===== src/rtl/uart_pkg.sv =====
// Shared UART definitions: state encoding, oversampling ratio and the
// data-bit-count legalisation used by both the transmitter and the receiver.
package uart_pkg;

    // Frame states, common to both directions
    typedef enum logic [1:0] {
        IDLE  = 2'd0,
        START = 2'd1,
        DATA  = 2'd2,
        STOP  = 2'd3
    } uart_state_e;

    localparam int OVERSAMPLE = 16;

    localparam logic [3:0] NBITS_6 = 4'd6;
    localparam logic [3:0] NBITS_7 = 4'd7;
    localparam logic [3:0] NBITS_8 = 4'd8;

    // Any data-bit count other than 6 or 7 falls back to 8
    function automatic logic [3:0] legalize_nbits(input logic [3:0] nbits);
        case (nbits)
            NBITS_6, NBITS_7: return nbits;
            default:          return NBITS_8;
        endcase
    endfunction

endpackage


===== src/rtl/uart_rs232_tx.sv =====
// RS-232 transmitter: start bit, NBits data bits LSB-first, one stop bit.
// Paced by the shared 16x Tick clock-enable; every output is a flop.
module uart_rs232_tx
    import uart_pkg::*;
#(
    parameter int OVERSAMPLE = 16,
    parameter int DATA_W     = 8
) (
    input  logic              Clk,
    input  logic              Rst_n,
    input  logic              Tick,
    input  logic              TxEn,
    input  logic              TxStart,
    input  logic [DATA_W-1:0] TxData,
    input  logic [3:0]        NBits,
    output logic              Tx,
    output logic              TxBusy,
    output logic              TxDone
);

    localparam logic [3:0] TICK_LAST = 4'(OVERSAMPLE - 1);

    uart_state_e       r_state;
    logic [3:0]        r_tick_cnt;
    logic [3:0]        r_bit_cnt;
    logic [3:0]        r_nbits;
    logic [DATA_W-1:0] r_shift;
    logic              r_tx;
    logic              r_busy;
    logic              r_done;

    logic              w_bit_end;
    logic [3:0]        w_bit_cnt_next;

    // A bit period ends on the 16th Tick counted in the current state
    assign w_bit_end      = Tick && (r_tick_cnt == TICK_LAST);
    assign w_bit_cnt_next = r_bit_cnt + 4'd1;

    // Frame sequencer with registered serial line, busy and done outputs
    // NOTE: every register, including the shift register, has a defined reset
    // value so an aborted frame leaves no stale data behind.
    always_ff @(posedge Clk or negedge Rst_n) begin
        if (!Rst_n) begin
            r_state    <= IDLE;
            r_tick_cnt <= 4'd0;
            r_bit_cnt  <= 4'd0;
            r_nbits    <= NBITS_8;
            r_shift    <= '0;
            r_tx       <= 1'b1;
            r_busy     <= 1'b0;
            r_done     <= 1'b0;
        end else begin
            // NOTE: non-blocking assignments throughout, so every branch sees
            // the pre-edge register values regardless of statement order.
            r_done <= 1'b0;
            case (r_state)
                IDLE: begin
                    r_tx <= 1'b1;
                    // Blocked during the TxDone cycle to guarantee one idle Clk
                    if (TxStart && TxEn && !r_done) begin
                        r_shift    <= TxData;
                        r_nbits    <= legalize_nbits(NBits);
                        r_tick_cnt <= 4'd0;
                        r_bit_cnt  <= 4'd0;
                        r_tx       <= 1'b0;
                        r_busy     <= 1'b1;
                        r_state    <= START;
                    end
                end
                START: begin
                    if (Tick) begin
                        r_tick_cnt <= r_tick_cnt + 4'd1;
                    end
                    if (w_bit_end) begin
                        r_tx    <= r_shift[0];
                        r_state <= DATA;
                    end
                end
                DATA: begin
                    if (Tick) begin
                        r_tick_cnt <= r_tick_cnt + 4'd1;
                    end
                    if (w_bit_end) begin
                        r_shift   <= {1'b0, r_shift[DATA_W-1:1]};
                        r_bit_cnt <= w_bit_cnt_next;
                        if (w_bit_cnt_next == r_nbits) begin
                            r_tx    <= 1'b1;
                            r_state <= STOP;
                        end else begin
                            r_tx <= r_shift[1];
                        end
                    end
                end
                STOP: begin
                    if (Tick) begin
                        r_tick_cnt <= r_tick_cnt + 4'd1;
                    end
                    if (w_bit_end) begin
                        r_done  <= 1'b1;
                        r_busy  <= 1'b0;
                        r_state <= IDLE;
                    end
                end
                default: begin
                    r_tx    <= 1'b1;
                    r_busy  <= 1'b0;
                    r_state <= IDLE;
                end
            endcase
        end
    end

    assign Tx     = r_tx;
    assign TxBusy = r_busy;
    assign TxDone = r_done;

endmodule


===== config.mk =====
export PLATFORM = sky130hd
export DESIGN_NAME = uart_rs232_tx
export DESIGN_NICKNAME = d
export VERILOG_FILES = /design/src/rtl/uart_pkg.sv /design/src/rtl/uart_rs232_tx.sv
export SDC_FILE = /design/constraint.sdc
export NUM_CORES = 1
export LEC_CHECK = 0
export BUFFER_PORTS_ARGS = -buffer_cell sky130_fd_sc_hd__buf_4
export CORE_ASPECT_RATIO = 1.75
export CORE_MARGIN = 1
export CORE_UTILIZATION = 50
export CTS_BUF_LIST = sky130_fd_sc_hd__clkbuf_8
export CTS_CLUSTER_DIAMETER = 100
export CTS_CLUSTER_SIZE = 20
export DETAILED_ROUTE_END_ITERATION = 12
export PLACE_DENSITY = 0.73
export RECOVER_POWER = 25
export SLEW_MARGIN = 20
export SYNTH_ARGS = -nofsm -noshare
export SYNTH_HDL_FRONTEND = slang
export SYNTH_SLANG_ARGS = --single-unit

===== constraint.sdc =====
create_clock -name Clk -period 2 [get_ports Clk]
set_clock_uncertainty 0.2 [all_clocks]
set_input_delay 0.2 -clock Clk [delete_from_list [all_inputs] [get_ports Clk]]
set_output_delay 0.2 -clock Clk [all_outputs]
set_load 0.01 [all_outputs]

# [After elaboration in Yosys (flattened, before gate mapping)]
# Index checks and enable logic that the tools add are counted.
[word_totals] input_bits=17 word_cells=64 output_inout_bits=3 regBits=25
[classes] eq_ne=13 n_reduce_logical=16 addsub=2 n_mux=25
[op_table] cell="4-bit two-way mux" count=4
[op_table] cell="8-bit two-way mux" count=2
[op_table] cell="4-bit case mux with 2 select lines" count=2
[op_table] cell="8-bit case mux with 2 select lines" count=1
[op_table] cell="2-bit two-way mux" count=5
[op_table] cell="2-bit != test (second input constant)" count=5
[op_table] cell="3-bit AND reduction" count=3
[op_table] cell="4-bit by 1-bit adder with 4-bit output (second input constant)" count=2
[op_table] cell="4-bit by 3-bit == test with 1-bit output (second input constant)" count=2
[op_table] cell="1-bit two-way mux" count=8
[op_table] cell="2-bit case mux with 4 select lines" count=1
[op_table] cell="5-bit AND reduction" count=1
[op_table] cell="2-bit == test (second input constant)" count=2
[op_table] cell="4-bit == test" count=1
[op_table] cell="4-bit == test (second input constant)" count=1
[op_table] cell="2-bit AND reduction" count=2
[op_table] cell="2-bit nonzero test" count=2
[op_table] cell="1-bit logical AND" count=3
[op_table] cell="1-bit case mux with 3 select lines" count=1
[op_table] cell="3-bit nonzero test" count=1
[op_table] cell="3-bit OR reduction" count=1
[op_table] cell="2-bit by 1-bit == test with 1-bit output (second input constant)" count=1
[op_table] cell="2-bit zero test" count=1
[op_table] cell="2-bit by 1-bit != test with 1-bit output (second input constant)" count=1
[op_table] cell="3 further kinds" count=3

# [Depth between registers and ports, before layout]
# Gate-level depths: netlist of run 1.
[depth] depth_word=5 ltp_mapped=7 mapped_depth_nobuf=6

# [Worst setup path before layout of run 1]
# No wires, ideal clock.
[synth_timing] kind="reg2reg" start="register r_state[0]" end="register r_shift[1]" path_slack_ns=0.108 stages_incl_launch_ff=6 period_less_slack_ns=1.892 required_ns=1.675 n_path_buf=1 setup_ns=0.125 t_arrival_ns=1.567 path_cell_list="dfrtp_1 -> inv_1 -> ha_1 -> buf_2 -> mux2_2 -> mux2_4"
[synth_via] elab_chain_cells=3 word_cells_on_any_way=7 classes_between="3 x eq/ne; 1 x mux; 3 x reduce/logical"
[synth_rtl] item="start, declared" line_no="uart_rs232_tx.sv:23" rtl="uart_state_e r_state;"
[synth_rtl] item="start signal, assigned" line_no="uart_rs232_tx.sv:44" rtl="r_state <= IDLE;"
[synth_rtl] item="start signal, assigned" line_no="uart_rs232_tx.sv:67" rtl="r_state <= START;"
[synth_rtl] item="start signal, assigned" line_no="uart_rs232_tx.sv:76" rtl="r_state <= DATA;"
[synth_rtl] item="2-bit == test or 2-bit zero test (tied branches)" line_no="uart_rs232_tx.sv:56" rtl="case (r_state)"
[synth_rtl] item="2-bit != test (no source line) or 2-bit nonzero test (tied branches)"
[synth_rtl] item="3-bit AND reduction (no source line)"
[synth_rtl] item="end signal, assigned" line_no="uart_rs232_tx.sv:61" rtl="r_shift <= TxData;"
[synth_rtl] item="end signal, assigned" line_no="uart_rs232_tx.sv:84" rtl="r_shift <= {1'b0, r_shift[DATA_W-1:1]};"
[synth_rtl] item="end, declared" line_no="uart_rs232_tx.sv:27" rtl="logic [DATA_W-1:0] r_shift;"
# Parallel ways exist; a longest one is shown, timed or not.
# A chain may end at the register's enable or synchronous reset.

# [Worst setup path after layout of run 1]
[layout_timing] start="register r_tick_cnt[0]" end="register r_shift[6]"
[layout_via] elab_chain_cells=4
[layout_rtl] item="start, declared" line_no="uart_rs232_tx.sv:24" rtl="logic [3:0] r_tick_cnt;"
[layout_rtl] item="start signal, assigned" line_no="uart_rs232_tx.sv:72" rtl="r_tick_cnt <= r_tick_cnt + 4'd1;"
[layout_rtl] item="start signal, assigned" line_no="uart_rs232_tx.sv:81" rtl="r_tick_cnt <= r_tick_cnt + 4'd1;"
[layout_rtl] item="start signal, assigned" line_no="uart_rs232_tx.sv:96" rtl="r_tick_cnt <= r_tick_cnt + 4'd1;"
[layout_rtl] item="4-bit == test" line_no="uart_rs232_tx.sv:36" rtl="assign w_bit_end = Tick && (r_tick_cnt == TICK_LAST);"
[layout_rtl] item="1-bit logical AND" line_no="uart_rs232_tx.sv:36"
[layout_rtl] item="2-bit != test (no source line)"
[layout_rtl] item="3-bit AND reduction (no source line)"
# Every way passes these cells.

==> results of run 1 <==
==> cells in the mapped netlist, types with 2 or more instances <==
cell,count
nand4_1,4
o21ai_0,10
o31ai_1,2
xnor2_1,2
dfstp_2,2
a21oi_1,5
a211oi_1,2
inv_1,8
buf_2,5
nand2_1,19
nor2_1,4
mux2_4,7
nor3_1,2
mux2i_1,3
dfrtp_1,23
ha_1,7
mux2_2,6
o41ai_1,2
a21o_1,2
==> final cells by class <==
class | count | share of cell area
repair buffers | 33 | 0.1375
clock inverters | 1 | 0.001993
multi-input cells | 102 | 0.4698
clock buffers | 3 | 0.02193
well taps | 28 | 0.01860
inverters | 8 | 0.01595
flip-flops and latches | 25 | 0.3342
==> metal layers <==
metal	global-route usage	vias up	wire (um)
met2	0.3897	27	1871
met5	0	-	0
met4	0.07639	0	83
met1	0.2539	575	1279
li1	-	567	-
met3	0.02878	9	81
==> per-stage QoR <==
stage               setup slack, ps  setup TNS (ps)
global route                  8.650               0
detailed placement           -24.72          -31.20
CTS                           31.43               0
global placement              29.12               0
finish                        58.46               0
floorplan                     108.4               0
==> timing repair <==
item / 4_1_cts / 5_1_grt
buffers inserted: 0 / 1
resized for setup: 3 / 9
hold buffers: 4 / 0
pin swaps: 1 / 2
endpoints found under the hold margin: 27 / 0
endpoints found under the setup margin: 7 / 6
==> cell families after synthesis <==
group	Yosys count	share of synthesized area
buf+inv	13	0.03627
simple gates	42	0.1616
xor+xnor	5	0.04370
mux	17	0.1484
compound gates	31	0.1385
flops	25	0.4138
fa+ha+maj	7	0.05771
==> power groups by stage <==
stage / registers, uW / clock network (uW) / logic, uW
after CTS: 865 / 294 / 1330
after global placement: 859 / 0 / 1250
after global routing: 894 / 317 / 1550
after floorplan: 837 / 0 / 995
final: 873 / 290 / 1430
after detailed placement: 874 / 0 / 1290
==> sequential cells by signal, indices dropped and copies added, names as in the netlist <==
name	count
r_tick_cnt	4
Tx	1
r_bit_cnt	4
r_nbits	4
TxDone	1
r_shift	8
TxBusy	1
r_state	2
==> critical path: stages, from the launching register on <==
cell and delay [ps]:
dfrtp_1 430, ha_1 230, and4_2 240, mux2i_4 310
nor2_8 100, mux2_4 310
==> worst min-delay path by stage <==
stage / start / to / slack [ps] / cells past startpoint
finish: NBits[1] / r_nbits[0] / 90 / 3
global route: TxData[1] / r_shift[1] / 90 / 3
CTS: NBits[1] / r_nbits[0] / 20 / 3
detailed placement: Rst_n / TxBusy / -80 / 1
global placement: Rst_n / TxBusy / -70 / 1
floorplan: Rst_n / TxBusy / -300 / 0
==> cell usage in the layout, fill, tap and decap left out, types with 5 or more instances in the layout <==
| cell type | count |
|---|---|
| o21ai_0 | 10 |
| inv_1 | 9 |
| mux2_4 | 7 |
| ha_1 | 6 |
| buf_4 | 27 |
| a21oi_1 | 5 |
| dfrtp_1 | 22 |
| nand2_1 | 18 |
| mux2_2 | 6 |
==> run_results.csv, run 1 <==
group,metric,value,unit
placement,dp_hpwl,2354,um
sta,tightest_slew,607.7,ps
detailed_routing,first_pass_iters,4,
floorplanning,start_util,0.5242,
critical_path,critPathLaunchType,"register",
cts,cts_sinks,25,
sta,hold_viol_final,0,
critical_path,setup.worst_path.end,"r_shift[6]",
floorplanning,std_cell_rows,26,
cts,clock_latency,270,ps
cts,path_clk_slew,80,ps
floorplanning,fp.dieH,74.88,um
grt,grt_max_degree,26,
yosys,ys_ff_latch,25,
detailed_routing,final_antenna_net_count,0,
finish,multi_input_area,884.6,sq um
pwr,p_int,1600,uW
job,max_cap_violations,0,
finish,drive_gt1_frac,0.3663,
pwr,p_switching,989.3,uW
cts,htreeDepth,1,
finish,fin_nets,197,
yosys,synth_area_per_cell,10.84,sq um
yosys,yosysTopAreaCell,"dfrtp_1",
critical_path,crit_fanout,8,
pwr,finalPower,2589,uW
yosys,synthesis.instances,140,
floorplanning,core,2895,sq um
critical_path,reg2reg_setup_slack,60,ps
critical_path,cp-end-kind,"register",
cts,root_buffer,"clkbuf_8",
finish,area_growth_syn_to_layout,24.07,%
yosys,synthFlopType,"dfrtp_1",
placement,place.gp.congestion,0.7602,
critical_path,reg2reg_depth,5,
finish,n_antenna_cell,0,
detailed_routing,vias_per_cell,5.890,
cts,cts_buffer_depth,2,
grt,grt_pass1_vias,1128,
floorplanning,dieArea,3268,sq um
grt,grtUsageTotal,0.2149,
placement,io_buffers,19,
grt,antenna_found_initial,0,
sta,post-route-min-period,1942,ps
pwr,swShare,0.3821,
floorplanning,fp.dieW,43.65,um
critical_path,cp.required,1950,ps
sta,rsz0062_at_grt,"no",
yosys,synthTopCellsByArea,"dfrtp_1 38%, mux2_4 6.9%, ha_1 5.8%",
run_status,outcome,"finished, final reports clean",
detailed_routing,wl_per_cell,16.58,um
yosys,yosys.area.top_type_share,0.3792,
detailed_routing,wirelength,3315,um
critical_path,crit_type,"reg2reg",
yosys,synth_edf_count,0,
yosys,synthDistinctLibCells,44,
pwr,ir_drop,0.9149,mV
detailed_routing,initialDrtViolationCount,38,
finish,final_util,0.6504,
sta,hold_ws,85.22,ps
critical_path,reg2reg_to,"r_shift[6]",
placement,postPlaceCellArea,1738,sq um
grt,grt_pass1_wl,5175,um
yosys,async_flop_share,1.000,
yosys,yosysWarnings,0,
yosys,synth_area,1518,sq um
critical_path,r2r_start,"r_tick_cnt[0]",
critical_path,critPathLaunch,"r_tick_cnt[0]",
grt,gr-total-overflow,0,
pwr,cellPowerDensity,1375,nW/um^2
pwr,cellLeakagePower,0.0009062,uW
placement,dp.cells,191,
sta,relSlewSlack,0.5949,
yosys,syn-num-nets,164,
floorplanning,io-pin-count,20,
sta,setup_viol,0,
critical_path,arrival,1900,ps
cts,cts_tree,"yes",
detailed_routing,drc,0,
finish,fill_cells,229,
pwr,sequentialPowerShare,0.337,
finish,seqCellArea,629.4,sq um
sta,maxSlewViolCount,0,
cts,numCtsBuffers,3,
sta,fin_crit_sh,0.9708,
pwr,p_comb_frac,0.551,
hold_path,worstHoldPathType,"in2reg",
pwr,clkPwrFrac,0.112,
finish,postLayoutCellArea,1883,sq um
detailed_routing,vias,1178,
finish,fin_cells,200,
sta,fmaxAchievable,0.5151,GHz
yosys,ys_seq_area_frac,0.4138,
Note: power is estimated with default switching activity, not from simulation.
==> inputs of run 2 (changes only) <==
ABC_AREA = 1   (was not set)
PLACE_DENSITY = 0.74   (was 0.73)
==> run_results.csv, run 2 <==
group,metric,value,unit
detailed_routing,met3_length,33,um
finish,layout_commonest_cell,"nand2_1",
yosys,ys_ff_latch,25,
finish,fin_nets,224,
grt,grt_pass1_wl,4933,um
finish,area_growth_syn_to_layout,19.61,%
yosys,synth_area_per_cell,8.210,sq um
hold_path,worstHoldPathType,"in2reg",
detailed_routing,met2WireLength,1633,um
sta,fin_crit_sh,0.9079,
detailed_routing,drt-met1-wl,1178,um
grt,grt_max_degree,26,
critical_path,critPathLaunchType,"register",
pwr,cellPowerDensity,1404,nW/um^2
sta,post-route-min-period,1816,ps
critical_path,cp_cell_sequence,"inv_1, ha_2, nor2_1, inv_1, nand3_4, inv_4, nor2_1, a31oi_1",
critical_path,crit_fanout,18,
detailed_routing,wirelength,2877,um
grt,gr-total-overflow,0,
floorplanning,io-pin-count,20,
yosys,synth_edf_count,0,
sta,tightest_slew,615.6,ps
critical_path,arrival,1800,ps
grt,grt_pass1_vias,1169,
sta,rsz0062_at_grt,"no",
cts,numCtsBuffers,3,
yosys,synth_common_cells,"48 x nand2_1, 23 x dfrtp_1, 16 x inv_1",
yosys,synthDistinctLibCells,32,
yosys,synthTopCellsByArea,"dfrtp_1 41%, nand2_1 13%, ha_1 6.2%",
pwr,swShare,0.4403,
critical_path,crit_type,"reg2reg",
pwr,cellLeakagePower,0.0008233,uW
detailed_routing,vias,1238,
pwr,ir_drop,0.9711,mV
cts,clock_latency,260,ps
detailed_routing,final_antenna_net_count,0,
pwr,clkPwrFrac,0.126,
pwr,p_comb_frac,0.499,
floorplanning,dieArea,3032,sq um
sta,setup_viol,0,
floorplanning,fp.dieW,42.06,um
pwr,p_int,1319,uW
critical_path,cp-end-kind,"register",
sta,hold_viol_final,0,
yosys,yosysTopAreaCell,"dfrtp_1",
cts,cts_sinks,25,
detailed_routing,drc,0,
yosys,synthesis.instances,171,
placement,io_buffers,19,
grt,grtUsageTotal,0.2053,
detailed_routing,vias_per_cell,5.478,
critical_path,cp.required,1980,ps
finish,mostFrequentLayoutCells,"48 x nand2_1, 23 x dfrtp_1, 19 x buf_4",
sta,maxSlewViolCount,0,
cts,path_clk_slew,90,ps
critical_path,cp_slowest_stage_delay,430,ps
yosys,yosys.area.top_type_share,0.4100,
cts,cts_tree,"yes",
cts,cts_buffer_depth,2,
hold_path,hold_depth,3,
finish,regMostFlops,"r_shift",
floorplanning,core,2690,sq um
detailed_routing,initialDrtViolationCount,32,
pwr,sequentialPowerShare,0.375,
cts,htreeDepth,1,
cts,root_buffer,"clkbuf_8",
finish,fill_cells,234,
detailed_routing,first_pass_iters,4,
floorplanning,fp.dieH,72.10,um
yosys,yosysMostFrequentCell,"nand2_1",
sta,fmaxAchievable,0.5507,GHz
detailed_routing,top_layer,"met4",
finish,seqCellArea,628.1,sq um
grt,antenna_found_initial,0,
sta,relSlewSlack,0.5896,
finish,largest_register_ffs,8,
yosys,async_flop_share,1.000,
detailed_routing,wl_per_cell,12.73,um
job,max_cap_violations,0,
placement,place.gp.congestion,0.8345,
finish,n_antenna_cell,0,
floorplanning,start_util,0.5219,
finish,drive_gt1_frac,0.1960,
sta,hold_ws,18.93,ps
placement,dp_hpwl,2229,um
yosys,synth_area,1404,sq um
yosys,yosysWarnings,0,
critical_path,reg2reg_depth,8,
floorplanning,std_cell_rows,25,
sta,setup_tns,0,ps
yosys,synthFlopType,"dfrtp_1",
run_status,outcome,"finished, final reports clean",
yosys,ys_seq_area_frac,0.4474,
yosys,syn-num-nets,195,
critical_path,cpMaxStageDelayCell,"dfrtp_1",
pwr,p_switching,1038,uW
finish,multi_input_area,673.1,sq um
run 2: cell count changes in the layout (fill, tap and decap cells not counted), sizes merged, moves of 4 or more:
cell,previous run,this run
nand2,19,49
mux2,13,0
buf,28,19
a31oi,0,7
nor2,5,15
nand3,1,13
mux2i,4,0
inv,9,19
run 2: cells by family after synthesis:
group | count (synthesis) | share of synthesized area
flip-flops | 25 | 0.4474
buffers and inverters | 23 | 0.07487
XOR/XNOR | 2 | 0.01248
AND/OR/NAND/NOR | 85 | 0.2808
adder cells (fa/ha/maj) | 7 | 0.06239
AO/OA/AOI/OAI | 29 | 0.1221
run 2: timing repair:
| action | 4_1_cts | 5_1_grt |
|---|---|---|
| buffers inserted | 0 | 0 |
| hold buffers | 7 | 0 |
| hold endpoints to repair | 31 | 0 |
| endpoints found under the setup margin | 0 | 7 |
| resized for setup | 0 | 1 |
run 2: power groups by stage:
stage | combinational (uW) | clock (uW) | sequential [uW]
CTS | 1180 | 309 | 883
floorplan | 944 | 0 | 856
detailed placement | 1180 | 0 | 891
finish | 1180 | 297 | 884
global route | 1350 | 323 | 912
global placement | 1130 | 0 | 877
run 2: stage by stage:
stage	setup WS (ps)	utilization	cells	total power (uW)	instance area [sq um]
6_report	184.1	0.6242	226	2357	1679
5_1_grt	17.92	0.6242	226	2589	1679
4_1_cts	143.0	0.6242	226	2377	1679
3_5_place_dp	171.1	0.5800	215	2066	1560
3_3_place_gp	227.2	0.5800	215	2003	1560
2_1_floorplan	351.8	-	171	1800	1404
run 2: worst max-delay path, delay by kind of cell, from the launching register on:
family                     cells  cell delay [ps]
DFF                            1              430
buffers and inverters          3              410
adders and majority gates      1              260
and+or+nand+nor                3              260
AOI/OAI and AO/OA              1              170
run 2: cell type report:
| cell class | count | area share |
|---|---|---|
| Clock buffer | 3 | 0.02459 |
| Tap cell | 27 | 0.02012 |
| Multi-Input combinational cell | 123 | 0.4009 |
| Clock inverter | 1 | 0.004471 |
| Inverter | 20 | 0.04620 |
| Sequential cell | 25 | 0.3741 |
| Timing Repair Buffer | 27 | 0.1297 |
run 2: metal layers:
layer  track usage  up-vias
li1              -      623
met1        0.2492      597
met2        0.3924       14
met3      0.007463        4
met4       0.05208        0
met5             0        -
run 2: worst paths after layout:
| path | startpoint | end | slack, ps |
|---|---|---|---|
| min | TxData[5] | r_shift[5] | 20 |
| min in group asynchronous | Rst_n | r_bit_cnt[2] | 270 |
| max reg2reg | r_state[0] | r_shift[5] | 180 |
| min reg2reg | Tx | Tx | 280 |
| max in group asynchronous | Rst_n | r_bit_cnt[1] | 930 |
| max | r_state[0] | r_shift[5] | 180 |
==> inputs of run 3 (changes only) <==
CORE_UTILIZATION = 53   (was 50)
CTS_BUF_LIST = sky130_fd_sc_hd__clkbuf_4   (was sky130_fd_sc_hd__clkbuf_8)
PLACE_DENSITY = 0.78   (was 0.74)
RECOVER_POWER = not set   (was 25)
==> run_results.csv, run 3 (synthesis gave the netlist of run 2 again) <==
group,metric,value,unit
critical_path,reg2reg_to,"r_shift[5]",
detailed_routing,final_antenna_net_count,0,
finish,largest_register_ffs,8,
cts,numCtsBuffers,3,
pwr,cellPowerDensity,1356,nW/um^2
detailed_routing,wl_per_cell,13.40,um
cts,cts_tree,"yes",
finish,seqCellArea,628.1,sq um
detailed_routing,vias_per_cell,5.578,
cts,root_buffer,"clkbuf_4",
finish,drive_gt1_frac,0.1863,
floorplanning,fp.dieW,40.91,um
finish,multi_input_area,670.6,sq um
pwr,cellLeakagePower,0.0008407,uW
finish,area_growth_syn_to_layout,21.75,%
pwr,ir_drop,0.8814,mV
sta,rsz0062_at_grt,"no",
critical_path,crit_type,"reg2reg",
detailed_routing,drc,0,
critical_path,setup.worst_path.end,"r_shift[5]",
cts,cts_buffer_depth,2,
finish,fin_nets,229,
grt,grt_max_degree,26,
hold_path,worstHoldPathType,"in2reg",
placement,dp_hpwl,2259,um
critical_path,critPathLaunchType,"register",
critical_path,cp-end-kind,"register",
sta,post-route-min-period,1860,ps
finish,mostFrequentLayoutCells,"48 x nand2_1, 23 x dfrtp_1, 20 x buf_4",
sta,tightest_slew,318.4,ps
floorplanning,start_util,0.5633,
cts,cts.repair.resized,0,
grt,grtUsageTotal,0.2485,
critical_path,r2r_start,"r_state[0]",
sta,setup_viol,0,
run_status,outcome,"finished, final reports clean",
critical_path,reg2reg_setup_slack,140,ps
detailed_routing,vias,1283,
cts,postCtsHoldBufs,12,
cts,clock_latency,320,ps
cts,path_clk_slew,130,ps
finish,n_antenna_cell,0,
grt,grt_pass1_vias,1269,
grt,antenna_found_initial,0,
floorplanning,fp.dieH,70.08,um
detailed_routing,wirelength,3082,um
detailed_routing,first_pass_iters,5,
cts,cts_setup_buffers,0,
grt,grt_pass1_wl,4968,um
floorplanning,core,2492,sq um
placement,io_buffers,19,
finish,regMostFlops,"r_shift",
placement,place.gp.congestion,0.7566,
floorplanning,std_cell_rows,24,
critical_path,arrival,1910,ps
finish,final_util,0.6857,
sta,fmaxAchievable,0.5377,GHz
sta,relSlewSlack,0.7869,
detailed_routing,initialDrtViolationCount,33,
critical_path,crit_fanout,18,
floorplanning,io-pin-count,20,
finish,layout_commonest_cell,"nand2_1",
critical_path,cp.required,2050,ps
cts,htreeDepth,1,
grt,gr-total-overflow,0,
critical_path,reg2reg_depth,8,
critical_path,critPathLaunch,"r_state[0]",
finish,fill_cells,222,
job,max_cap_violations,0,
cts,cts_sinks,25,
floorplanning,dieArea,2867,sq um
sta,maxSlewViolCount,0,
sta,setup_tns,0,ps
sta,hold_viol_final,0,
sta,fin_crit_sh,0.9299,
## run 3: cell count changes in the layout (fill, tap and decap cells not counted)
cell           previous run  this run
clkbuf_4                  0         4
buf_4                    19        20
ha_2                      1         0
clkbuf_2                  1         0
clkbuf_8                  3         0
dlygate4sd3_1             7        12
clkinvlp_4                1         0
ha_1                      6         7
## run 3: worst max-delay path: stages (launching register included)
cell and delay [ps]:
dfrtp_1 450, inv_1 130, ha_1 300, nor2_1 80, inv_1 120, nand3_4 130, inv_4 190, nor2_1 60
a31oi_1 140
## run 3: final cells by class
cell class | instances | area share
repair buffers | 32 | 0.1581
clock buffers | 4 | 0.01757
multi-input cells | 123 | 0.3924
well taps | 26 | 0.01903
inverters | 20 | 0.04539
flip-flops and latches | 25 | 0.3675
## run 3: layer usage
metal	global-route usage	share of wire
met1	0.2537	0.38
met2	0.4392	0.57
met3	0.03810	0.031
met4	0.1148	0.026
met5	0	0
## run 3: how the worst min path moves through the flow
| stage | depth (start not counted) | slack [ps] | end | startpoint |
|---|---|---|---|---|
| 2_1_floorplan | 0 | -300 | TxBusy | Rst_n |
| 3_3_place_gp | 1 | -80 | r_nbits[0] | Rst_n |
| 3_5_place_dp | 1 | -80 | r_bit_cnt[2] | Rst_n |
| 4_1_cts | 3 | 20 | r_nbits[3] | NBits[1] |
| 5_1_grt | 3 | 40 | r_nbits[3] | NBits[2] |
| 6_report | 3 | 30 | r_nbits[3] | NBits[1] |
## run 3: where the power goes
group	total (uW)	switching, uW	leakage [uW]	internal [uW]
clock	240	148	0.0000184	91.8
sequential	881	154	0.000308	728
combinational	1200	742	0.000514	454
total	2320	1040	0.000841	1270
## run 3: stage by stage
step           instances  power [uW]  worst slack [ps]  hold WS (ps)  cell area (sq um)
5_1_grt              230        2506             26.91         41.62               1709
4_1_cts              230        2321             141.6         23.62               1709
2_1_floorplan        171        1800             351.8        -295.6               1404
6_report             230        2317             140.3         34.45               1709
3_5_place_dp         214        2060             164.8        -76.65               1559
3_3_place_gp         214        1993             237.6        -79.45               1559
